### config.mk
export PLATFORM = sky130hd
export DESIGN_NAME = motion_update_sequencer
export DESIGN_NICKNAME = d
export VERILOG_FILES = /design/src/rtl/motion_update_sequencer.sv
export SDC_FILE = /design/constraint.sdc
export NUM_CORES = 1
export LEC_CHECK = 0
export ABC_AREA = 1
export CORE_MARGIN = 4
export CORE_UTILIZATION = 43
export DETAILED_ROUTE_END_ITERATION = 16
export GPL_TIMING_DRIVEN = 0
export MAX_ROUTING_LAYER = met4
export PLACE_DENSITY = 0.8
export SLEW_MARGIN = 20
export SYNTH_ARGS = -nofsm -noshare
export SYNTH_HDL_FRONTEND = slang
export SYNTH_SLANG_ARGS = --single-unit
### constraint.sdc
create_clock -name clk -period 5.3 [get_ports clk]
set_input_delay 0.795 -clock clk [delete_from_list [all_inputs] [get_ports clk]]
set_output_delay 0.795 -clock clk [all_outputs]
set_load 0.05 [all_outputs]
### src/rtl/motion_update_sequencer.sv
// Walks every cell's velocity cache once per pass: reads each cell's particle count,
// then every entry, and rebroadcasts the entries tagged with their destination cell.
module motion_update_sequencer #(
    parameter int DATA_WIDTH    = 32,
    parameter int ADDR_WIDTH    = 8,
    parameter int CELL_ID_WIDTH = 4,
    parameter int X_DIM         = 4,
    parameter int Y_DIM         = 4,
    parameter int Z_DIM         = 4,
    parameter int FLIP_WAIT     = 4
) (
    input  logic                       clk,
    input  logic                       rst,
    input  logic                       start,
    output logic                       out_busy,
    output logic                       done,
    output logic                       out_motion_update_enable,
    output logic [3*CELL_ID_WIDTH-1:0] out_rd_cell_id,
    output logic [ADDR_WIDTH-1:0]      out_read_address,
    output logic                       out_rden,
    input  logic [3*DATA_WIDTH-1:0]    in_particle_info,
    input  logic [3*CELL_ID_WIDTH-1:0] in_dst_cell,
    output logic [3*DATA_WIDTH-1:0]    out_data,
    output logic [3*CELL_ID_WIDTH-1:0] out_data_dst_cell,
    output logic                       out_data_valid
);

    localparam int CW    = CELL_ID_WIDTH;
    localparam int CNT_W = (FLIP_WAIT < 4) ? 2 : $clog2(FLIP_WAIT + 1);

    localparam logic [CW-1:0]         ONE      = CW'(1);
    localparam logic [CW-1:0]         X_MAX    = CW'(X_DIM);
    localparam logic [CW-1:0]         Y_MAX    = CW'(Y_DIM);
    localparam logic [CW-1:0]         Z_MAX    = CW'(Z_DIM);
    localparam logic [ADDR_WIDTH-1:0] ADDR_0   = {ADDR_WIDTH{1'b0}};
    localparam logic [ADDR_WIDTH-1:0] ADDR_1   = ADDR_WIDTH'(1);
    localparam logic [CNT_W-1:0]      CNT_0    = {CNT_W{1'b0}};
    localparam logic [CNT_W-1:0]      CNT_1    = CNT_W'(1);
    localparam logic [CNT_W-1:0]      CNT_FLIP = CNT_W'(FLIP_WAIT - 1);

    typedef enum logic [2:0] {
        S_IDLE,
        S_READ_NUM,
        S_WAIT_NUM,
        S_READ_PARTICLES,
        S_DRAIN,
        S_NEXT_CELL,
        S_FINISH,
        S_DONE
    } state_t;

    state_t                state;
    logic [ADDR_WIDTH-1:0] num;
    logic [CNT_W-1:0]      cnt;
    logic [CW-1:0]         cell_x;
    logic [CW-1:0]         cell_y;
    logic [CW-1:0]         cell_z;
    logic                  rd_q1;
    logic                  rd_q2;
    logic                  last_cell;

    assign out_rd_cell_id = {cell_x, cell_y, cell_z};
    assign last_cell      = (cell_x == X_MAX) && (cell_y == Y_MAX) && (cell_z == Z_MAX);

    // Pass sequencer: cell walk, read issue and enable/done handshake.
    always_ff @(posedge clk or posedge rst) begin
        if (rst) begin
            state                    <= S_IDLE;
            num                      <= ADDR_0;
            cnt                      <= CNT_0;
            cell_x                   <= ONE;
            cell_y                   <= ONE;
            cell_z                   <= ONE;
            out_busy                 <= 1'b0;
            done                     <= 1'b0;
            out_motion_update_enable <= 1'b0;
            out_rden                 <= 1'b0;
            out_read_address         <= ADDR_0;
        end else begin
            done <= 1'b0;
            case (state)
                S_IDLE: begin
                    if (start) begin
                        state                    <= S_READ_NUM;
                        out_busy                 <= 1'b1;
                        out_motion_update_enable <= 1'b1;
                        cell_x                   <= ONE;
                        cell_y                   <= ONE;
                        cell_z                   <= ONE;
                        out_rden                 <= 1'b1;
                        out_read_address         <= ADDR_0;
                    end else begin
                        state <= S_IDLE;
                    end
                end
                S_READ_NUM: begin
                    out_rden <= 1'b0;
                    cnt      <= CNT_0;
                    state    <= S_WAIT_NUM;
                end
                S_WAIT_NUM: begin
                    // Count word arrives two cycles after the address-0 read.
                    if (cnt == CNT_1) begin
                        cnt <= CNT_0;
                        num <= in_particle_info[ADDR_WIDTH-1:0];
                        if (in_particle_info[ADDR_WIDTH-1:0] == ADDR_0) begin
                            state <= S_NEXT_CELL;
                        end else begin
                            state            <= S_READ_PARTICLES;
                            out_rden         <= 1'b1;
                            out_read_address <= ADDR_1;
                        end
                    end else begin
                        cnt <= cnt + CNT_1;
                    end
                end
                S_READ_PARTICLES: begin
                    if (out_read_address == num) begin
                        out_rden         <= 1'b0;
                        out_read_address <= ADDR_0;
                        cnt              <= CNT_0;
                        state            <= S_DRAIN;
                    end else begin
                        out_read_address <= out_read_address + ADDR_1;
                    end
                end
                S_DRAIN: begin
                    if (cnt == CNT_1) begin
                        cnt   <= CNT_0;
                        state <= S_NEXT_CELL;
                    end else begin
                        cnt <= cnt + CNT_1;
                    end
                end
                S_NEXT_CELL: begin
                    if (last_cell) begin
                        out_motion_update_enable <= 1'b0;
                        cell_x                   <= ONE;
                        cell_y                   <= ONE;
                        cell_z                   <= ONE;
                        cnt                      <= CNT_0;
                        state                    <= S_FINISH;
                    end else begin
                        // z is the innermost loop, x the outermost.
                        if (cell_z == Z_MAX) begin
                            cell_z <= ONE;
                            if (cell_y == Y_MAX) begin
                                cell_y <= ONE;
                                cell_x <= cell_x + ONE;
                            end else begin
                                cell_y <= cell_y + ONE;
                            end
                        end else begin
                            cell_z <= cell_z + ONE;
                        end
                        out_rden         <= 1'b1;
                        out_read_address <= ADDR_0;
                        state            <= S_READ_NUM;
                    end
                end
                S_FINISH: begin
                    // Caches commit counts and flip buffers while the enable is low.
                    if (cnt == CNT_FLIP) begin
                        cnt   <= CNT_0;
                        done  <= 1'b1;
                        state <= S_DONE;
                    end else begin
                        cnt <= cnt + CNT_1;
                    end
                end
                S_DONE: begin
                    out_busy <= 1'b0;
                    state    <= S_IDLE;
                end
                default: begin
                    state                    <= S_IDLE;
                    out_busy                 <= 1'b0;
                    out_motion_update_enable <= 1'b0;
                    out_rden                 <= 1'b0;
                    out_read_address         <= ADDR_0;
                end
            endcase
        end
    end

    // Broadcast pipeline: valid is a particle read delayed to line up with the registered data.
    always_ff @(posedge clk or posedge rst) begin
        if (rst) begin
            rd_q1             <= 1'b0;
            rd_q2             <= 1'b0;
            out_data_valid    <= 1'b0;
            out_data          <= (3*DATA_WIDTH)'(0);
            out_data_dst_cell <= (3*CELL_ID_WIDTH)'(0);
        end else begin
            rd_q1          <= out_rden && (out_read_address != ADDR_0);
            rd_q2          <= rd_q1;
            out_data_valid <= rd_q2;
            if (rd_q2) begin
                out_data          <= in_particle_info;
                out_data_dst_cell <= in_dst_cell;
            end else begin
                out_data          <= (3*DATA_WIDTH)'(0);
                out_data_dst_cell <= (3*CELL_ID_WIDTH)'(0);
            end
        end
    end

endmodule

==> impl_metrics.yaml <==
yosys:
  synth-warning-count: 0
  synth.area.top_cells: "dfrtp_1 61%, nand2_1 11%, inv_1 9.5%, ha_1 2.5%, o21ai_0 2.2%"
  syn-cell-area_um2: 5960
  synthesis.area_per_instance_um2: 9.43
  synthDominantAreaCellType: "dfrtp_1"
  synth.lib_cells_used.distinct: 29
  synth_seq_cells: 149
  syn_nets: 755
  sequential_to_total_area_share_from_yosys_stat_pct: 62.6
  synth_cells: 632
  synth_largest_type_area_fraction_pct: 61.3
placed_design:
  dpl.hpwl_um: 12700
  numPortBuffers: 243
  place_worst_setup_slack_ns: 3.04
  place_congestion: 0.862
drt:
  routed_wirelength_um: 16900
  drt.antenna.violating_nets: 0
  drt-initial-drc-count: 293
  drc: 0
  route.vias.total: 4898
  firstDrtPassIters: 5
  wire_per_inst_um: 15.6
  avgViaCountPerCell: 4.52
clock_network:
  ctsLongestPathBuffers: 2
  cts_hold_buffers: 0
  post_cts.repair.setup_buffers: 0
  cts_sinks: 149
  worst_setup_hold_path_clk_slew_ns: 0.06
  cts-root-buf: "clkbuf_16"
  clk_latency_ns: 0.41
  cts.repair.resized: 0
  cts_htree_levels: 4
  tritoncts.num_buffers: 17
  tritoncts: "done"
layout:
  fin_util_pct: 69.0
  num-nets-final: 1018
  area.growth.synth_to_final_pct: 55.0
  layout-drive-gt1-share_pct: 6.62
setup_path:
  cp_slowest_stage_delay_ns: 0.83
  path_max_fanout: 4
  timing.critical_path.required_ns: 4.51
  endpoint_kind: "output port"
  worstSetupPathType: "reg2out"
  critical_path.startpoint_type: "flop"
  critical_path_s_top_delay_family: "buffers and inverters"
  cp_num_buf_inv: 1
  slowest_stage: "clkdlybuf4s50_1"
  crit_chain: "clkdlybuf4s50_1"
  worst_ep_arrival_time_ns: 1.80
sta:
  final.hold.worst_slack_ns: 0.353
  rsz0062_at_grt: "false"
  maxSlewHeadroom_pct: 58.1
  timing.final.crit_period_ns: 2.59
  finalCritPeriodShare_pct: 48.9
  hold_viol_final: 0
  worst-slew-pin-transition_ns: 0.629
  finalClockSkew_ns: 0.00510
  setup_viol_count_final: 0
  achievable-frequency_ghz: 0.386
  fin_ws_ns: 2.71
  drv_slew: 0
  setup_tns_ns: 0
global_route:
  number_of_global_route_vias_before_repair: 4936
  grt_use_total_pct: 22.6
  grt_start_max_net_pins: 92
  first_pass_grt_wire_length_um: 26800
  grt_antenna_before_repair: 1
  grt_overflow_total: 0
floorplanning:
  die-area_um2: 15800
  core_um2: 13400
  fp-row-count: 42
  start_util_pct: 44.5
  floorplan.die.width_um: 126
  design.portCount: 244
  die_height_um: 126
power:
  power.ir.vdd_worst_mv: 0.323
  ratio_of_total_power_to_cell_area_nw_per_um2: 527
  static-leakage-power_uw: 0.00504
flow_run:
  max-cap-violations: 0
worst_hold_path:
  hold_path.class: "reg2reg"
outcome:
  result_of_the_run: "completed"
## Yosys cell counts, drive strengths merged
library cell / n
xor2: 6
buf: 5
dfstp: 3
xnor2: 4
ha: 12
inv: 155
o21ai: 33
nor3: 2
nand3: 24
nand2: 179
dfrtp: 146
nand4: 10
a21oi: 8
o21bai: 1
nor2: 30
clkbuf: 10
mux2: 3
o21a: 1
## power breakdown
| group | switching (uW) | total [uW] | internal (uW) |
|---|---|---|---|
| logic | 1430 | 2120 | 683 |
| clock network | 443 | 1200 | 758 |
| registers | 138 | 1550 | 1410 |
| total | 2020 | 4870 | 2850 |
## path summary, 6_finish.rpt
kind | slack (ns) | startpoint | endpoint | cells after the start
setup reg to reg | 3.55 | cell_z[0] | out_read_address[3] | 8
max in group asynchronous | 3.65 | rst | cell_y[0] | 3
hold / removal | 0.35 | rd_q1 | rd_q2 | 0
setup / recovery | 2.71 | cell_x[0] | out_rd_cell_id[8] | 1
min in group asynchronous | 0.89 | rst | out_data[90] | 2
hold reg to reg | 0.35 | rd_q1 | rd_q2 | 0
## placed cells by master (no fill, tap or decap)
cell and count:
o21a_1 1, inv_1 150, clkbuf_16 17, nand3_1 24, o21ai_2 2, nor2_8 2, dfrtp_1 146, mux2_2 3
diode_2 1, nand4_1 10, buf_2 3, inv_4 2, buf_4 1, nand2_2 3, ha_1 12, nor2_4 2
buf_6 1, dfstp_2 3, buf_16 1, clkinvlp_4 2, clkinv_2 5, nand2_4 2, o21ai_1 5, inv_2 2
clkdlybuf4s50_1 243, nor2_2 1, xor2_1 6, o21ai_0 26, clkbuf_1 12, inv_8 1, o21bai_1 1, nor3_4 2
nor2_1 25, xnor2_1 4, clkbuf_8 2, bufinv_16 3, a21oi_1 8, nand2_1 174
## registers in the layout, indices dropped and copies added (netlist names), 3 cells and up
name	flops
out_read_address	8
state	3
cnt	3
out_data	96
out_data_dst_cell	12
num	8
cell_z	4
cell_y	4
cell_x	4
## metal layers
metal | vias to the layer above | track usage, % | routed length (um)
met3 | 33 | 5.59 | 1060
met5 | - | - | 0
met2 | 187 | 38.8 | 8900
li1 | 2388 | - | -
met1 | 2290 | 25.5 | 6460
met4 | 0 | 8.58 | 479
## cells by family after synthesis
group	after synthesis	share of synthesized area (%)
buffers and inverters	170	11.0
AND/OR/NAND/NOR	245	18.0
adder cells (fa/ha/maj)	12	2.52
multiplexers	3	0.567
flip-flops	149	62.6
XOR/XNOR	10	1.47
AO/OA/AOI/OAI	43	3.82
## stage by stage
stage                     std cells  power (uW)  cell area, um^2
after floorplan                 632        2950             5960
after CTS                      1083        4920             9240
after global routing           1084        5130             9240
after detailed placement       1052        3690             8650
after global placement         1051        3640             8610
final                          1084        4870             9240
## final cells by class
cell class | count | area [um^2]
Clock buffer | 21 | 460
Fill cell | 1030 | 4160
Tap cell | 176 | 220
Multi-Input combinational cell | 313 | 1570
Clock inverter | 10 | 130
Antenna cell | 1 | 2.50
Buffer | 15 | 71.3
Sequential cell | 149 | 3730
Timing Repair Buffer | 244 | 2460
Inverter | 155 | 594
(Power assumes the default switching activity.)
